<file path="src/rtl/btn_cond_pkg.sv">
// Shared types and default constants for the button conditioner.
// Imported by the interface, the debounce channel and the top.
package btn_cond_pkg;

  typedef enum logic [1:0] {
    IDLE   = 2'd0,
    DELAY  = 2'd1,
    REPEAT = 2'd2
  } rpt_state_e;

  localparam int DEF_N_BTN             = 4;
  localparam int DEF_N_SW              = 2;
  localparam int DEF_DEBOUNCE_CYC      = 1250000;
  localparam int DEF_REPEAT_DELAY_CYC  = 62500000;
  localparam int DEF_REPEAT_PERIOD_CYC = 12500000;
  localparam int DEF_CNT_W             = 27;

  localparam int SW_AUTO = 0;
  localparam int SW_BG   = 1;

  typedef struct packed {
    logic stable;
    logic rise;
    logic fall;
  } ch_out_t;

  function automatic longint max3(
    input longint a,
    input longint b,
    input longint c
  );
    longint m;
    m = a;
    if (b > m) m = b;
    if (c > m) m = c;
    return m;
  endfunction

  function automatic bit cnt_fits(
    input int     w,
    input longint m
  );
    return (longint'(1) << w) > m;
  endfunction

endpackage

</file>
<file path="src/rtl/btn_cond_if.sv">
// Raw board inputs and conditioned levels/strobes of the button conditioner.
// master drives the raw inputs, slave is the conditioner itself.
interface btn_cond_if #(
  parameter int N_BTN = 4,
  parameter int N_SW  = 2
);

  logic [N_BTN-1:0] btn_raw;
  logic [N_SW-1:0]  sw_raw;
  logic [N_BTN-1:0] btns;
  logic             auto;
  logic             background;
  logic [N_BTN-1:0] btn_press;
  logic [N_BTN-1:0] btn_release;
  logic [N_BTN-1:0] btn_repeat;

  modport master (
    output btn_raw,
    output sw_raw,
    input  btns,
    input  auto,
    input  background,
    input  btn_press,
    input  btn_release,
    input  btn_repeat
  );

  modport slave (
    input  btn_raw,
    input  sw_raw,
    output btns,
    output auto,
    output background,
    output btn_press,
    output btn_release,
    output btn_repeat
  );

endinterface

</file>
<file path="src/rtl/btn_conditioner_debounce_ch.sv">
// One input channel: 2-flop synchroniser, debounce counter,
// stable level and registered rise/fall strobes.
module debounce_ch
  import btn_cond_pkg::*;
#(
  parameter int DEBOUNCE_CYC = DEF_DEBOUNCE_CYC,
  parameter int CNT_W        = DEF_CNT_W
) (
  input  logic    pclk,
  input  logic    reset_n,
  input  logic    raw,
  output ch_out_t ch
);

  localparam logic [CNT_W-1:0] CNT_MAX =
    CNT_W'(DEBOUNCE_CYC - 1);

  logic             sync1;
  logic             sync2;
  logic             stable;
  logic             prev;
  logic             rise;
  logic             fall;
  logic [CNT_W-1:0] cnt;

  always_ff @(posedge pclk or negedge reset_n) begin
    if (!reset_n) begin
      sync1  <= 1'b0;
      sync2  <= 1'b0;
      stable <= 1'b0;
      prev   <= 1'b0;
      rise   <= 1'b0;
      fall   <= 1'b0;
      cnt    <= '0;
    end else begin
      sync1 <= raw;
      sync2 <= sync1;
      prev  <= stable;
      rise  <= stable & ~prev;
      fall  <= ~stable & prev;
      // any sample agreeing with stable restarts the hold window
      if (sync2 != stable) begin
        if (cnt == CNT_MAX) begin
          stable <= sync2;
          cnt    <= '0;
        end else begin
          cnt <= cnt + 1'b1;
        end
      end else begin
        cnt <= '0;
      end
    end
  end

  assign ch = '{stable: stable, rise: rise, fall: fall};

endmodule

</file>
<file path="src/rtl/btn_conditioner.sv">
// Button/switch front end: debounced levels, press/release
// strobes and per-button auto-repeat strobes in the pclk domain.
module btn_conditioner
  import btn_cond_pkg::*;
#(
  parameter int N_BTN             = DEF_N_BTN,
  parameter int N_SW              = DEF_N_SW,
  parameter int DEBOUNCE_CYC      = DEF_DEBOUNCE_CYC,
  parameter int REPEAT_DELAY_CYC  = DEF_REPEAT_DELAY_CYC,
  parameter int REPEAT_PERIOD_CYC = DEF_REPEAT_PERIOD_CYC,
  parameter int CNT_W             = DEF_CNT_W
) (
  input logic       pclk,
  input logic       reset_n,
  btn_cond_if.slave io
);

  localparam int N_CH = N_BTN + N_SW;

  localparam logic [CNT_W-1:0] DLY_MAX =
    CNT_W'(REPEAT_DELAY_CYC - 1);
  localparam logic [CNT_W-1:0] PER_MAX =
    CNT_W'(REPEAT_PERIOD_CYC - 1);

  if (!cnt_fits(CNT_W, max3(DEBOUNCE_CYC,
                            REPEAT_DELAY_CYC,
                            REPEAT_PERIOD_CYC))) begin : g_chk_cnt_w
    $error("CNT_W too narrow for the cycle parameters");
  end

  if (DEBOUNCE_CYC < 1 || REPEAT_DELAY_CYC < 1 ||
      REPEAT_PERIOD_CYC < 1) begin : g_chk_cyc
    $error("cycle parameters must be at least 1");
  end

  if (N_SW <= SW_BG) begin : g_chk_sw
    $error("N_SW must cover the auto and background switches");
  end

  logic [N_CH-1:0]  raw_all;
  ch_out_t          ch [N_CH];
  logic [N_BTN-1:0] btn_stable;
  logic [N_BTN-1:0] btn_rise;
  logic [N_BTN-1:0] btn_fall;
  logic [N_BTN-1:0] btn_rpt;
  logic [N_SW-1:0]  sw_stable;

  assign raw_all = {io.sw_raw, io.btn_raw};

  for (genvar i = 0; i < N_CH; i++) begin : g_ch
    debounce_ch #(
      .DEBOUNCE_CYC(DEBOUNCE_CYC),
      .CNT_W       (CNT_W)
    ) u_ch (
      .pclk   (pclk),
      .reset_n(reset_n),
      .raw    (raw_all[i]),
      .ch     (ch[i])
    );
  end

  for (genvar b = 0; b < N_BTN; b++) begin : g_btn
    assign btn_stable[b] = ch[b].stable;
    assign btn_rise[b]   = ch[b].rise;
    assign btn_fall[b]   = ch[b].fall;
  end

  for (genvar s = 0; s < N_SW; s++) begin : g_sw
    logic edge_unused;
    assign sw_stable[s] = ch[N_BTN+s].stable;
    assign edge_unused  = ch[N_BTN+s].rise |
                          ch[N_BTN+s].fall;
  end

  for (genvar b = 0; b < N_BTN; b++) begin : g_rpt
    rpt_state_e       st;
    logic [CNT_W-1:0] rcnt;
    logic             rep;

    // IDLE only ever sees stable=1 on the cycle the press
    // strobe is registered; stable=0 wins over any pulse.
    always_ff @(posedge pclk or negedge reset_n) begin
      if (!reset_n) begin
        st   <= IDLE;
        rcnt <= '0;
        rep  <= 1'b0;
      end else begin
        rep <= 1'b0;
        if (!btn_stable[b]) begin
          st   <= IDLE;
          rcnt <= '0;
        end else begin
          unique case (st)
            IDLE: begin
              st   <= DELAY;
              rcnt <= '0;
            end
            DELAY: begin
              if (rcnt == DLY_MAX) begin
                rep  <= 1'b1;
                rcnt <= '0;
                st   <= REPEAT;
              end else begin
                rcnt <= rcnt + 1'b1;
              end
            end
            REPEAT: begin
              if (rcnt == PER_MAX) begin
                rep  <= 1'b1;
                rcnt <= '0;
              end else begin
                rcnt <= rcnt + 1'b1;
              end
            end
            default: begin
              st   <= IDLE;
              rcnt <= '0;
            end
          endcase
        end
      end
    end

    assign btn_rpt[b] = rep;
  end

  assign io.btns        = btn_stable;
  assign io.btn_press   = btn_rise;
  assign io.btn_release = btn_fall;
  assign io.btn_repeat  = btn_rpt;
  assign io.auto        = sw_stable[SW_AUTO];
  assign io.background  = sw_stable[SW_BG];

endmodule

</file>
<file path="src/flat_wrapper.sv">
// flat-port wrapper written by rule: the top's interface ports become plain ports
module btn_conditioner_flat import btn_cond_pkg::*;
#(
  parameter int N_BTN             = DEF_N_BTN,
  parameter int N_SW              = DEF_N_SW,
  parameter int DEBOUNCE_CYC      = DEF_DEBOUNCE_CYC,
  parameter int REPEAT_DELAY_CYC  = DEF_REPEAT_DELAY_CYC,
  parameter int REPEAT_PERIOD_CYC = DEF_REPEAT_PERIOD_CYC,
  parameter int CNT_W             = DEF_CNT_W
)
  (pclk, reset_n, io_btn_raw, io_sw_raw, io_btns, io_auto, io_background, io_btn_press, io_btn_release, io_btn_repeat);
  btn_cond_if #(.N_BTN(N_BTN), .N_SW(N_SW)) io_i ();
  input logic pclk;
  input logic reset_n;
  input wire logic [$bits(io_i.btn_raw)-1:0] io_btn_raw;
  input wire logic [$bits(io_i.sw_raw)-1:0] io_sw_raw;
  output wire logic [$bits(io_i.btns)-1:0] io_btns;
  output wire logic [$bits(io_i.auto)-1:0] io_auto;
  output wire logic [$bits(io_i.background)-1:0] io_background;
  output wire logic [$bits(io_i.btn_press)-1:0] io_btn_press;
  output wire logic [$bits(io_i.btn_release)-1:0] io_btn_release;
  output wire logic [$bits(io_i.btn_repeat)-1:0] io_btn_repeat;
  assign io_i.btn_raw = io_btn_raw;
  assign io_i.sw_raw = io_sw_raw;
  assign io_btns = io_i.btns;
  assign io_auto = io_i.auto;
  assign io_background = io_i.background;
  assign io_btn_press = io_i.btn_press;
  assign io_btn_release = io_i.btn_release;
  assign io_btn_repeat = io_i.btn_repeat;
  btn_conditioner #(.N_BTN(N_BTN), .N_SW(N_SW), .DEBOUNCE_CYC(DEBOUNCE_CYC), .REPEAT_DELAY_CYC(REPEAT_DELAY_CYC), .REPEAT_PERIOD_CYC(REPEAT_PERIOD_CYC), .CNT_W(CNT_W)) u_core (.pclk(pclk), .reset_n(reset_n), .io(io_i));
endmodule
</file>
<file path="config.mk">
export PLATFORM = sky130hd
export DESIGN_NAME = btn_conditioner_flat
export DESIGN_NICKNAME = d
export VERILOG_FILES = /design/src/rtl/btn_cond_pkg.sv /design/src/rtl/btn_cond_if.sv /design/src/rtl/btn_conditioner_debounce_ch.sv /design/src/rtl/btn_conditioner.sv /design/src/flat_wrapper.sv
export SDC_FILE = /design/constraint.sdc
export NUM_CORES = 1
export LEC_CHECK = 0
export CORE_MARGIN = 8
export CORE_UTILIZATION = 60
export DETAILED_ROUTE_END_ITERATION = 6
export PLACE_DENSITY_LB_ADDON = 0.2
export SYNTH_ARGS = -nofsm -noshare
export SYNTH_HDL_FRONTEND = slang
export SYNTH_SLANG_ARGS = --single-unit
</file>
<file path="constraint.sdc">
create_clock -name pclk -period 2.9 [get_ports pclk]
set_input_delay 0.58 -clock pclk [delete_from_list [all_inputs] [get_ports pclk]]
set_output_delay 0.58 -clock pclk [all_outputs]
set_load 0.005 [all_outputs]
</file>
==> results.md, run 1 <==
- The post-layout net count is 1,607.
- The share of synthesized registers carrying an async set or reset is 100.0%.
- The wire length of the first global-routing pass is 49,620 µm.
- The max-slew violation count came to 0.
- The total track usage is 18.73%.
- The type of the worst min-delay path is in -> async.
- After global routing the overflow that remains totals 0.
- The HPWL after detailed placement is 18,290 µm.
- The total via count after detailed routing is 10,780.
- The initial standard-cell utilization of the core is 60.72%.
- The required time of the critical path is 3.28 ns.
- The worst-case hold slack is 0.03739 ns.
- The portion of total power attributed to sequential cells is 48.6%.
- The clock latency on the worst-skew pair is 0.51 ns.
- The power density of the placed cells is 535.1 mW/mm².
- The number of gates given a new drive strength after cts is 0.
- The endpoint type of the worst setup path is a register.
- Summed over all failing endpoints, the final setup total negative slack is 0 ns.
- The number of warning messages in the yosys log is 0.
- The type of origin of the critical path is a register.
- Summed over all cells, the static leakage comes to 7.026 nW.
- The critical path start-end classification is reg -> reg.
- The area growth from synthesis to final layout is 11.46%.
- The final setup violation count is 0.
- The slew at the pin closest to its max-slew limit is 0.8004 ns.
- The tree built by TritonCTS fans out to 312 sinks.
- Across the routed clock network, the largest skew measured is 0.01639 ns.
- The combinational share of power is 2.0%.
- The met1 track utilization from global routing is 24.85%.
- The startpoint of the most critical register-to-register path is u_core.g_ch[1].u_ch.cnt[0].
- In this run, synthesis produced a sequential element count of 312.
- The first detailed-routing pass took 5 iterations.
- The placement-stage worst setup slack is 0.5757 ns.
- The root buffer cell chosen for the clock tree is sky130_fd_sc_hd__clkbuf_16.
- The H-tree depth is 2.
- The count of cells in the finished layout, fillers not included, comes to 1,926.
- For this design the top-level I/O count stands at 26.
- The number of library cell types mapped by synthesis is 49.
- In this run, the clock network consumes 49.4% of the power.
- Summed over all nets, the switching power comes to 1.873 mW.
- The setup check on the worst reg-to-reg path leaves a slack of 0.56 ns.
- The dominant register cell in the synthesized netlist is sky130_fd_sc_hd__dfrtp_1.
- The internal power consumption is 7.195 mW.
- The synthesized area per cell is 9.859 µm².
- The switching fraction of total power is 20.66%.
- In this run the cell area of the synthesized design comes to 0.01520 mm².
- The number of buffers inserted for hold repair after clock tree synthesis is 0.
- The number of failing hold endpoints at the final stage was 0.
- The total core area is 0.02504 mm².
- The post-detailed-route count of antenna-violating nets is 0.
- The library cell used most frequently in the layout, excluding fill and tap cells, is sky130_fd_sc_hd__nor2_1.
- The maximum root-to-sink buffer count is 3.
- The average detailed-routed wire length per instance is 14.58 µm.
- The number of clock buffers added by TritonCTS is 35.
- Of the available clock period, the critical path in the final layout requires 80.83%.
- The total detailed-routing wirelength is 28,090 µm.
- Max-cap violations in this run came to 0.
- The floorplan step set the die width to 175.2 µm.
- The flow ran to the end, and the final reports show no timing, DRC or antenna violations.
- The residual DRC count is 0.
- Port buffering added 25 buffers.
- Along the worst path, the maximum fanout reaches 17.
- Counting cells, the worst reg-to-reg path comes to 7.
- After clock tree synthesis, the clock-pin slew on the worst setup and hold paths is 0.06 ns.
- Using the TritonRoute via totals, the vias-per-cell ratio works out to 5.598.
- The maximum clock rate is 0.4266 GHz.
- The minimum period implied by the final worst setup slack is 2.344 ns.
- After detailed placement, the design holds a cell count of 1,866.
- The met3 routing resource usage after global routing is 3.238%.
- The post-CTS repair timing setup buffer count is 0.
- The maximum VDD drop is 0.5091 mV.
- At the worst endpoint, the arrival time is 2.73 ns.
- The initial antenna violation count came to 0.
- The via count of the first global-routing pass is 10,900.
- The worst pin sits at a relative slew slack of 46.15%.
- Measured along the y axis, the die boundary spans 175.2 µm.
- The worst path setup slack after routing is 0.5558 ns.
- The repair_antennas step left the layout with diodes totalling 0.
- The endpoint of the most critical register-to-register path is u_core.g_ch[1].u_ch.cnt[23].
- In this run the core area contains 58 standard-cell rows.
- In this run, the number of DRC markers left after iteration 0 of detailed routing was 544.
- Setup repair after global routing left no endpoint under its margin.
- The fraction of layout instances using a drive strength above 1 is 6.266%.
- The TritonCTS clock tree is yes.
- The die covers 0.03069 mm².
- met2 is the most crowded layer.
- In this run, synthesis inferred 0 flip-flops with an integrated enable.
- The placer congestion estimate is 0.8192.
- Entering global routing, the biggest net connects 80 pins.
- For this run, global-route usage on met2 was measured as 30.83%.
- The sequential element share of the synthesized area is 51.35%.
- The synthesized net count is 1,576.
- The library cells used most frequently in the layout, excluding fill and tap cells, are sky130_fd_sc_hd__nor2_1, sky130_fd_sc_hd__dfrtp_1, sky130_fd_sc_hd__xor2_1, sky130_fd_sc_hd__nand3_1, sky130_fd_sc_hd__nand4_1.
- Synthesis produced 1,542 cells.
[synthesized netlist by cell type, types with 3 or more instances]
cell                       instances  share of area [%]
sky130_fd_sc_hd__a21o_1            4               0.20
sky130_fd_sc_hd__and2_1            5               0.21
sky130_fd_sc_hd__and3_1           29                1.2
sky130_fd_sc_hd__and4_1           21                1.2
sky130_fd_sc_hd__and4b_1           3               0.20
sky130_fd_sc_hd__buf_1             6               0.15
sky130_fd_sc_hd__buf_2            13               0.43
sky130_fd_sc_hd__buf_4            23                1.1
sky130_fd_sc_hd__clkbuf_1         14               0.35
sky130_fd_sc_hd__dfrtp_1         312                 51
sky130_fd_sc_hd__ha_1             26                2.1
sky130_fd_sc_hd__inv_1            38               0.94
sky130_fd_sc_hd__mux2_2            6               0.44
sky130_fd_sc_hd__nand2_1          97                2.4
sky130_fd_sc_hd__nand3_1         112                3.7
sky130_fd_sc_hd__nand3b_1          4               0.20
sky130_fd_sc_hd__nand4_1         107                4.4
sky130_fd_sc_hd__nor2_1          322                7.9
sky130_fd_sc_hd__nor2b_1           9               0.37
sky130_fd_sc_hd__nor3_1           29               0.95
sky130_fd_sc_hd__nor4_1           38                1.6
sky130_fd_sc_hd__nor4b_1          13               0.75
sky130_fd_sc_hd__nor4bb_1          3               0.20
sky130_fd_sc_hd__o21ai_0           3              0.099
sky130_fd_sc_hd__o22a_1            5               0.29
sky130_fd_sc_hd__or2_1             3               0.12
sky130_fd_sc_hd__or2_2             6               0.25
sky130_fd_sc_hd__or3_1             5               0.21
sky130_fd_sc_hd__or4_1             5               0.25
sky130_fd_sc_hd__xnor2_1          79                4.6
sky130_fd_sc_hd__xor2_1          176                 10
[layer usage]
| metal | share of wire, % | wire length, µm |
|---|---|---|
| met1 | 47 | 13190 |
| met2 | 48 | 13390 |
| met3 | 3.3 | 938 |
| met4 | 2.1 | 576 |
| met5 | 0 | 0 |
[state kept, by name, summed over array words and instances (netlist names)]
signal and cells:
u_core.g_rpt.rcnt 108, u_core.g_ch.u_ch.prev 4, u_core.g_rpt.rep 4, u_core.g_ch.u_ch.fall 4, u_core.g_rpt.st 8, u_core.g_ch.u_ch.cnt 162, u_core.g_ch.u_ch.stable 6, u_core.g_ch.u_ch.rise 4
u_core.g_ch.u_ch.sync1 6, u_core.g_ch.u_ch.sync2 6
[how the worst max path moves through the flow]
stage / start / end / cells past startpoint
2_1_floorplan: u_core.g_rpt[3].rcnt[16] / u_core.g_rpt[3].rcnt[11] / 7
3_3_place_gp: u_core.g_ch[1].u_ch.cnt[0] / u_core.g_ch[1].u_ch.cnt[24] / 7
3_5_place_dp: u_core.g_ch[1].u_ch.cnt[0] / u_core.g_ch[1].u_ch.cnt[18] / 7
4_1_cts: u_core.g_ch[0].u_ch.stable / io_btns[0] / 1
5_1_grt: u_core.g_ch[1].u_ch.cnt[0] / u_core.g_ch[1].u_ch.cnt[23] / 7
6_report: u_core.g_ch[1].u_ch.cnt[0] / u_core.g_ch[1].u_ch.cnt[23] / 7
[cell type report]
class                   count  area, µm²
repair buffers             53      515.5
inverters                  38      142.6
clock buffers              48      997.2
multi-input cells        1133       6899
fillers                  2012       8090
flip-flops and latches    312       7807
well taps                 330      412.9
clock inverters            12      171.4
[metrics by stage]
step	util, %	power [mW]	area [µm²]
after global routing	67.69	9.387	16950
after floorplan	-	4.551	15200
after detailed placement	63.02	4.676	15780
after global placement	63.02	4.672	15780
after CTS	67.69	9.204	16950
final	67.69	9.068	16950
[cell families after synthesis]
group | Yosys count | synth area share (%)
compound gates | 24 | 1.300
buf+inv | 97 | 3.267
xor+xnor | 255 | 14.69
simple gates | 820 | 26.67
mux | 8 | 0.5761
flops | 312 | 51.35
fa+ha+maj | 26 | 2.140
[worst max-delay path, cell delays in order, from the launching register on]
cell	delay, ns
sky130_fd_sc_hd__dfrtp_1	0.39
sky130_fd_sc_hd__ha_1	0.21
sky130_fd_sc_hd__and3_1	0.23
sky130_fd_sc_hd__nand3_1	0.11
sky130_fd_sc_hd__nor4_1	0.41
sky130_fd_sc_hd__or2_1	0.52
sky130_fd_sc_hd__buf_4	0.28
sky130_fd_sc_hd__nor2_1	0.07
[power by group through the flow]
stage	clock network [mW]	registers, mW	logic (mW)
3_5_place_dp	0	4.48	0.191
2_1_floorplan	0	4.48	0.0695
4_1_cts	4.61	4.41	0.192
3_3_place_gp	0	4.48	0.189
5_1_grt	4.76	4.41	0.215
6_report	4.48	4.41	0.183
Power figures use the tool's default switching activity.
==> run 2: changes to the inputs <==
==> constraint.sdc (replaced) <==
create_clock -name pclk -period 2.26 [get_ports pclk]
set_input_delay 0.452 -clock pclk [delete_from_list [all_inputs] [get_ports pclk]]
set_output_delay 0.452 -clock pclk [all_outputs]
set_load 0.005 [all_outputs]
==> run 2 against run 1 <==
- sequential share of layout area shrank 0.84 points
- power rose by 32%
- critical path depth fell by 6
- wire length up 0.66%
- hold slack improved by 0.31 ns
- largest cell class unchanged
- clock skew is 0.0084 ns lower
- combinational power rose by 42%
- highest routed layer unchanged
==> results.md, run 2 (synthesis results as in run 1) <==
- The number of maximum-capacitance constraint violations is 0 (unchanged).
- The master cell of the clock root buffer is sky130_fd_sc_hd__clkbuf_16 (unchanged).
- The tightest slew margin relative to the limit is 56.24% (was 46.15%).
- The required time of the critical path is 1.81 ns (was 3.28 ns).
- The maximum VDD drop is 0.6623 mV (was 0.5091 mV).
- The x dimension of the die is 175.2 µm (unchanged).
- The total track usage is 18.83% (was 18.73%).
- The via count of the first global-routing pass is 10,800 (was 10,900).
- Largest registers: u_core.g_ch.u_ch.cnt (162), u_core.g_rpt.rcnt (108), u_core.g_rpt.st (8) (unchanged).
- The die outline height is 175.2 µm (unchanged).
- The post-CTS repair timing setup buffer count came to 0 (unchanged).
- The minimum period implied by the final worst setup slack is 2.156 ns.
- In this run the most critical hold path is launched from u_core.g_ch[1].u_ch.sync1.
- The flip-flop count of the largest register, all copies and words added came to 162 (unchanged).
- The most common cell after layout, fill and taps aside is sky130_fd_sc_hd__nor2_1 (unchanged).
- The residual DRC count was 0 (unchanged).
- The maximum root-to-sink buffer count came to 3 (unchanged).
- The total via count after detailed routing is 10,820 (was 10,780).
- The largest delay contributor family on the critical path is flip-flops (was simple AND/OR/NAND/NOR gates).
- The number of failing hold endpoints at the final stage is 0 (unchanged).
- The number of sinks on the clock net was 312 (unchanged).
- The startpoint of the most critical register-to-register path is u_core.g_rpt[0].rcnt[0] (was u_core.g_ch[1].u_ch.cnt[0]).
- The count of buffers inserted at the top-level ports is 25 (unchanged).
- The number of violations reported at the end of detailed-routing iteration 0 is 680 (was 544).
- The remaining global-route overflow is 0 (unchanged).
- The total clock buffers created by CTS came to 34 (was 35).
- The initial standard-cell utilization of the core is 60.72% (unchanged).
- The I/O pin count is 26 (unchanged).
- The total core area is 0.02504 mm² (unchanged).
- The area growth from synthesis to final layout is 13.55% (was 11.46%).
- The critical path's slowest cell is sky130_fd_sc_hd__dfrtp_1 (was sky130_fd_sc_hd__or2_1).
- The TritonCTS clock tree is yes (unchanged).
- The number of antenna diodes is 0 (unchanged).
- The fraction of layout instances using a drive strength above 1 was 7.621% (was 6.266%).
- The non-filler instance count after layout is 1,944 (was 1,926).
- The leakage component of the power came to 7.190 nW (was 7.026 nW).
- The maximum number of pins on one net before global-route repair is 73 (was 80).
- The max-slew violation count is 0 (unchanged).
- Static timing analysis puts the maximum clock frequency at 0.4639 GHz.
- The maximum fanout count along the critical path is 13 (was 17).
- The slew at the pin closest to its max-slew limit was 0.6504 ns (was 0.8004 ns).
- The average detailed-routed wire length per instance is 14.54 µm (was 14.58 µm).
- The post-detailed-route count of antenna-violating nets is 0 (unchanged).
- The arrival time of the worst setup path is 1.70 ns (was 2.73 ns).
- The largest stage delay on the critical path is 0.61 ns (was 0.52 ns).
- The register ranked first by flip-flop count is u_core.g_ch.u_ch.cnt (unchanged).
- Top library cells by usage in the layout, fill and taps aside: sky130_fd_sc_hd__nor2_1, sky130_fd_sc_hd__dfrtp_1, sky130_fd_sc_hd__xor2_1, sky130_fd_sc_hd__nand3_1, sky130_fd_sc_hd__nand4_1 (unchanged).
- The setup total negative slack is 0 ns (unchanged).
- The source of the critical timing path is u_core.g_ch[2].u_ch.stable (was u_core.g_ch[1].u_ch.cnt[0]).
- The number of search-and-repair iterations in the first detailed-routing pass is 5 (unchanged).
- The H-tree depth was 2 (unchanged).
- The sum of net half-perimeters after detailed placement is 18,490 µm (was 18,290 µm).
- The type of the worst min-delay path is reg -> reg (was in -> async).
- The worst clock skew on the final layout came to 0.007948 ns (was 0.01639 ns).
- The placed instance count was 1,883 (was 1,866).
- The placer congestion estimate is 0.8169 (was 0.8192).
- The number of vias per cell after detailed routing is 5.563 (was 5.598).
- The power density of the placed cells was 690.8 mW/mm² (was 535.1 mW/mm²).
- The post-layout net count is 1,624 (was 1,607).
- The clock edge transition at the registers on the reported setup and hold paths is 0.05 ns (was 0.06 ns).
- Of the available clock period, the critical path in the final layout requires 95.38%.
- The initial antenna violation count is 0 (unchanged).
- The type of origin of the critical path is a register (unchanged).
- The wire length of the first global-routing pass is 49,980 µm (was 49,620 µm).
- Run status: finished, final reports clean (unchanged).
- The area of the die is 0.03069 mm² (unchanged).
- The number of buffer and inverter instances along the worst setup path came to 1 (unchanged).
- The clock latency on the worst-skew pair is 0.50 ns (was 0.51 ns).
- RSZ-0062 raised after global routing: no (unchanged).
- The final setup violation count is 0 (unchanged).
- The endpoint type of the worst setup path is an output pin (was register).
- The number of rows created at floorplan is 58 (unchanged).
- The critical path start-end classification is reg -> out (was reg -> reg).
- Cell chain of the critical path: clkdlybuf4s50_1 (was ha_1 > and3_1 > nand3_1 > nor4_1 > or2_1 > buf_4 > nor2_1).
- The total detailed-routing wirelength came to 28,270 µm (was 28,090 µm).
run 2: changes by cell type in the layout (fill, tap and decap cells not counted):
cell / change
sky130_fd_sc_hd__clkinv_2: -1
sky130_fd_sc_hd__buf_12: +9
sky130_fd_sc_hd__inv_8: -1
sky130_fd_sc_hd__dlygate4sd3_1: +1
sky130_fd_sc_hd__dfrtp_2: +1
sky130_fd_sc_hd__inv_6: +2
sky130_fd_sc_hd__clkbuf_1: -5
sky130_fd_sc_hd__dfrtp_1: -1
sky130_fd_sc_hd__clkinv_4: +1
sky130_fd_sc_hd__bufinv_16: +2
sky130_fd_sc_hd__clkinvlp_4: +2
sky130_fd_sc_hd__buf_4: +8
run 2: power by group:
part           internal (mW)  switching, mW  leakage, nW
Combinational         0.0796          0.181         2.28
Sequential              5.62         0.0308         4.32
Clock                   3.77           2.24        0.595
Total                   9.47           2.45         7.19
run 2: what timing repair did:
item                                    4_1_cts  5_1_grt
endpoints found under the hold margin        43        0
hold buffers                                  1        0
endpoints found under the setup margin        0        1
resized for setup                             0        1
run 2: per-layer routing:
metal / global-route usage [%] / wire [µm]
met4: 5.051 / 487
met2: 31.33 / 13530
met1: 25.41 / 13350
met5: 0 / 0
met3: 2.828 / 898
run 2: layout make-up:
class,count,area [µm²]
sequential,312,7809
fill,1950,7772
multi-input combinational,1133,6899
clock buffer,43,978.4
timing repair buffer,71,765.7
tap,330,412.9
clock inverter,17,256.5
inverter,38,142.6
run 2: worst paths after layout:
path                                             end  slack (ns)  cells past startpoint
max                                       io_btns[2]        0.10                      1
min                        u_core.g_ch[1].u_ch.sync2        0.35                      0
max reg2reg                 u_core.g_rpt[0].rcnt[16]        0.18                      7
min reg2reg                u_core.g_ch[1].u_ch.sync2        0.35                      0
max in group asynchronous  u_core.g_ch[2].u_ch.sync2        1.09                      3
min in group asynchronous        u_core.g_rpt[0].rep        0.46                      2
run 2: metrics by stage:
| step | hold slack, ns | cell area, µm² | power [mW] | setup WS, ns | utilization [%] |
|---|---|---|---|---|---|
| floorplan | 0.1564 | 15200 | 5.839 | 0.2894 | - |
| global placement | 0.3357 | 16020 | 6.016 | 0.2617 | 63.98 |
| detailed placement | 0.3347 | 16020 | 6.023 | 0.2123 | 63.98 |
| CTS | 0.3473 | 17260 | 12.06 | 0.02546 | 68.95 |
| global route | 0.3655 | 17260 | 12.34 | 0.005073 | 68.96 |
| finish | 0.3462 | 17260 | 11.93 | 0.1045 | 68.96 |
==> run 3: changes to the inputs <==
==> constraint.sdc (replaced) <==
create_clock -name pclk -period 2.6 [get_ports pclk]
set_input_delay 0.52 -clock pclk [delete_from_list [all_inputs] [get_ports pclk]]
set_output_delay 0.52 -clock pclk [all_outputs]
set_load 0.005 [all_outputs]
==> run 3 against run 2 <==
- combinational power fell by 18%
- core utilization decreased by 0.93 points
- final area fell by 1.4%
- clock power down 17%
- critical path depth stayed put
- wire length down 0.36%
- hold slack improved by 0.0011 ns
- largest cell class unchanged
==> results.md, run 3 (synthesis results as in run 1) <==
- The wire length of the first global-routing pass is 50,070 µm (was 49,980 µm).
- The area growth from synthesis to final layout was 12.02% (was 13.55%).
- Largest registers: u_core.g_ch.u_ch.cnt (162), u_core.g_rpt.rcnt (108), u_core.g_rpt.st (8) (unchanged).
- The post-route core utilization is 68.02% (was 68.96%).
- The max-slew violation count is 0 (unchanged).
- The combinational share of power is 2.1% (was 2.2%).
- The TritonCTS clock tree is yes (unchanged).
- The initial antenna violation count is 0 (unchanged).
- The initial standard-cell utilization of the core is 60.72% (unchanged).
- The clock latency on the worst-skew pair is 0.51 ns (was 0.50 ns).
- The critical path start-end classification is reg -> out (unchanged).
- The leakage component of the power is 7.072 nW (was 7.190 nW).
- The maximum fanout count along the critical path is 13 (unchanged).
- The total track usage was 18.87% (was 18.83%).
- The fraction of layout instances using a drive strength above 1 is 6.737% (was 7.621%).
- The clock edge transition at the registers on the reported setup and hold paths came to 0.06 ns (was 0.05 ns).
- The sum of net half-perimeters after detailed placement is 18,660 µm (was 18,490 µm).
- The number of search-and-repair iterations in the first detailed-routing pass is 7 (was 5).
- Run status: finished, final reports clean (unchanged).
- The largest delay contributor family on the critical path is flip-flops (unchanged).
- The sink of the worst hold path was u_core.g_ch[5].u_ch.sync2 (was u_core.g_ch[1].u_ch.sync2).
- The number of maximum-capacitance constraint violations is 0 (unchanged).
- The most common cell after layout, fill and taps aside is sky130_fd_sc_hd__nor2_1 (unchanged).
- The H-tree depth is 2 (unchanged).
- The met3 wire length is 845 µm (was 898 µm).
- The remaining global-route overflow came to 0 (unchanged).
- The register-to-register setup slack was 0.40 ns (was 0.18 ns).
- The tightest slew margin relative to the limit came to 52.35% (was 56.24%).
- The flip-flop count of the largest register, all copies and words added is 162 (unchanged).
- The worst clock skew on the final layout is 0.01533 ns (was 0.007948 ns).
- The total core area is 0.02504 mm² (unchanged).
- The maximum VDD drop came to 0.5397 mV (was 0.6623 mV).
- The number of sinks on the clock net is 312 (unchanged).
- The switching power summed over all nets came to 2.104 mW (was 2.452 mW).
- The slew at the pin closest to its max-slew limit is 0.7083 ns (was 0.6504 ns).
- The maximum number of pins on one net before global-route repair was 77 (was 73).
- The arrival time of the worst setup path was 1.74 ns (was 1.70 ns).
- The non-filler instance count after layout is 1,933 (was 1,944).
- RSZ-0062 raised after global routing: no (unchanged).
- The power density of the placed cells is 594.9 mW/mm² (was 690.8 mW/mm²).
- The startpoint of the most critical register-to-register path was u_core.g_rpt[0].rcnt[0] (unchanged).
- The endpoint of the most critical register-to-register path is u_core.g_rpt[0].rcnt[15] (was u_core.g_rpt[0].rcnt[16]).
- The maximum root-to-sink buffer count is 3 (unchanged).
- The met1 layer wirelength in the final routing is 13,200 µm (was 13,350 µm).
- The power share of the clock group is 49.4% (was 50.4%).
- The final critical path takes up 86.98% of the cycle.
- The required time of the critical path is 2.08 ns (was 1.81 ns).
- The placer congestion estimate came to 0.7843 (was 0.8169).
- The portion of total power attributed to sequential cells came to 48.5% (was 47.4%).
- The number of violations reported at the end of detailed-routing iteration 0 is 667 (was 680).
- The number of buffer and inverter instances along the worst setup path is 1 (unchanged).
- The top routing layer in use is met4 (unchanged).
- The total via count after detailed routing was 10,810 (was 10,820).
- The final setup violation count came to 0 (unchanged).
- The depth of the worst register-to-register path is 7 (unchanged).
- The x dimension of the die is 175.2 µm (unchanged).
- The number of failing hold endpoints at the final stage is 0 (unchanged).
- The count of buffers inserted at the top-level ports is 25 (unchanged).
- The number of antenna diodes is 0 (unchanged).
- The number of vias per cell after detailed routing is 5.592 (was 5.563).
- The type of the worst min-delay path is reg -> reg (unchanged).
- The internal power consumption was 8.027 mW (was 9.473 mW).
- The master cell of the clock root buffer is sky130_fd_sc_hd__clkbuf_16 (unchanged).
- The wire length on met2 is 13,590 µm (was 13,530 µm).
- The setup total negative slack was 0 ns (unchanged).
- The placed instance count is 1,871 (was 1,883).
- The critical path's slowest cell is sky130_fd_sc_hd__dfrtp_1 (unchanged).
- The type of origin of the critical path is a register (unchanged).
- The via count of the first global-routing pass came to 10,950 (was 10,800).
- Cell chain of the critical path: clkdlybuf4s50_1 (unchanged).
- The post-route total power came to 10.13 mW (was 11.93 mW).
- The post-detailed-route count of antenna-violating nets was 0 (unchanged).
- The endpoint type of the worst setup path is an output pin (unchanged).
- The switching fraction of total power is 20.77% (was 20.56%).
- The total clock buffers created by CTS came to 34 (unchanged).
- Top library cells by usage in the layout, fill and taps aside: sky130_fd_sc_hd__nor2_1, sky130_fd_sc_hd__dfrtp_1, sky130_fd_sc_hd__xor2_1, sky130_fd_sc_hd__nand3_1, sky130_fd_sc_hd__nand4_1 (unchanged).
- The average detailed-routed wire length per instance came to 14.57 µm (was 14.54 µm).
- The area of the die came to 0.03069 mm² (unchanged).
- The worst min-delay path startpoint is u_core.g_ch[5].u_ch.sync1 (was u_core.g_ch[1].u_ch.sync1).
- The die outline height came to 175.2 µm (unchanged).
- The cell count of the worst hold path came to 0 (unchanged).
- The I/O pin count came to 26 (unchanged).
- The post-layout net count came to 1,612 (was 1,624).
- The largest stage delay on the critical path is 0.64 ns (was 0.61 ns).
- The minimum period implied by the final worst setup slack is 2.261 ns.
- The residual DRC count is 0 (unchanged).
- The number of rows created at floorplan is 58 (unchanged).
- The register ranked first by flip-flop count was u_core.g_ch.u_ch.cnt (unchanged).
- The total detailed-routing wirelength is 28,170 µm (was 28,270 µm).
- The maximum clock rate is 0.4422 GHz.
- The number of gates given a new drive strength after cts is 0 (unchanged).
[run 3: cell count changes in the layout (fill, tap and decap cells not counted), moves of 2 or more]
| cell | before | now |
|---|---|---|
| sky130_fd_sc_hd__buf_12 | 13 | 6 |
| sky130_fd_sc_hd__buf_4 | 32 | 27 |
| sky130_fd_sc_hd__bufinv_16 | 6 | 4 |
| sky130_fd_sc_hd__clkinv_2 | 4 | 6 |
| sky130_fd_sc_hd__clkbuf_1 | 3 | 6 |
| sky130_fd_sc_hd__inv_6 | 2 | 0 |
[run 3: layer usage]
| layer | vias up | global-route usage [%] |
|---|---|---|
| met5 | - | 0 |
| met4 | 0 | 4.875 |
| li1 | 5325 | - |
| met2 | 124 | 31.56 |
| met3 | 43 | 2.849 |
| met1 | 5317 | 25.40 |
[run 3: layout make-up]
cell class,instances,area [µm²]
clock buffer,46,989.7
clock inverter,15,190.2
fill,1952,8006
inverter,38,142.6
multi-input combinational,1133,6899
sequential,312,7807
tap,330,412.9
timing repair buffer,59,588.1
[run 3: worst max-delay path by stage]
stage	start	cells past startpoint	slack, ns	endpoint
after floorplan	u_core.g_rpt[3].rcnt[16]	7	0.63	u_core.g_rpt[3].rcnt[11]
after global placement	u_core.g_rpt[1].rcnt[5]	6	0.50	u_core.g_rpt[1].rcnt[13]
after detailed placement	u_core.g_rpt[1].rcnt[5]	6	0.37	u_core.g_rpt[1].rcnt[21]
after CTS	u_core.g_ch[0].u_ch.stable	1	0.30	io_btns[0]
after global routing	u_core.g_rpt[1].rcnt[5]	6	0.19	u_core.g_rpt[1].rcnt[13]
final	u_core.g_ch[0].u_ch.stable	1	0.34	io_btns[0]
[run 3: what timing repair did]
action | in CTS | in global routing
endpoints found under the setup margin | 0 | 0
hold endpoints to repair | 8 | 0
hold buffers | 1 | 0
buffers inserted | 0 | 0
[run 3: power by group through the flow]
stage	clock, mW	combinational [mW]	sequential (mW)
after global routing	5.33	0.250	4.92
final	5.00	0.212	4.91
after detailed placement	0	0.219	5.00
after global placement	0	0.215	5.00
after CTS	5.13	0.223	4.91
after floorplan	0	0.0775	5.00
[run 3: worst reg2reg max path: cells and delay by family, from the launching register on]
family                   cells  cell delay (ns)
buffers and inverters        1             0.20
adder cells (fa/ha/maj)      1             0.25
AND/OR/NAND/NOR              4             0.86
flip-flops                   1             0.39
AO/OA/AOI/OAI                1             0.38
[run 3: per-stage QoR]
stage,hold slack (ns),area (µm²),setup slack (ns)
4_1_cts,0.3490,17030,0.2992
6_report,0.3473,17030,0.3385
3_3_place_gp,0.3337,15840,0.5023
5_1_grt,0.3661,17030,0.1935
2_1_floorplan,0.2244,15200,0.6294
3_5_place_dp,0.3403,15840,0.3726
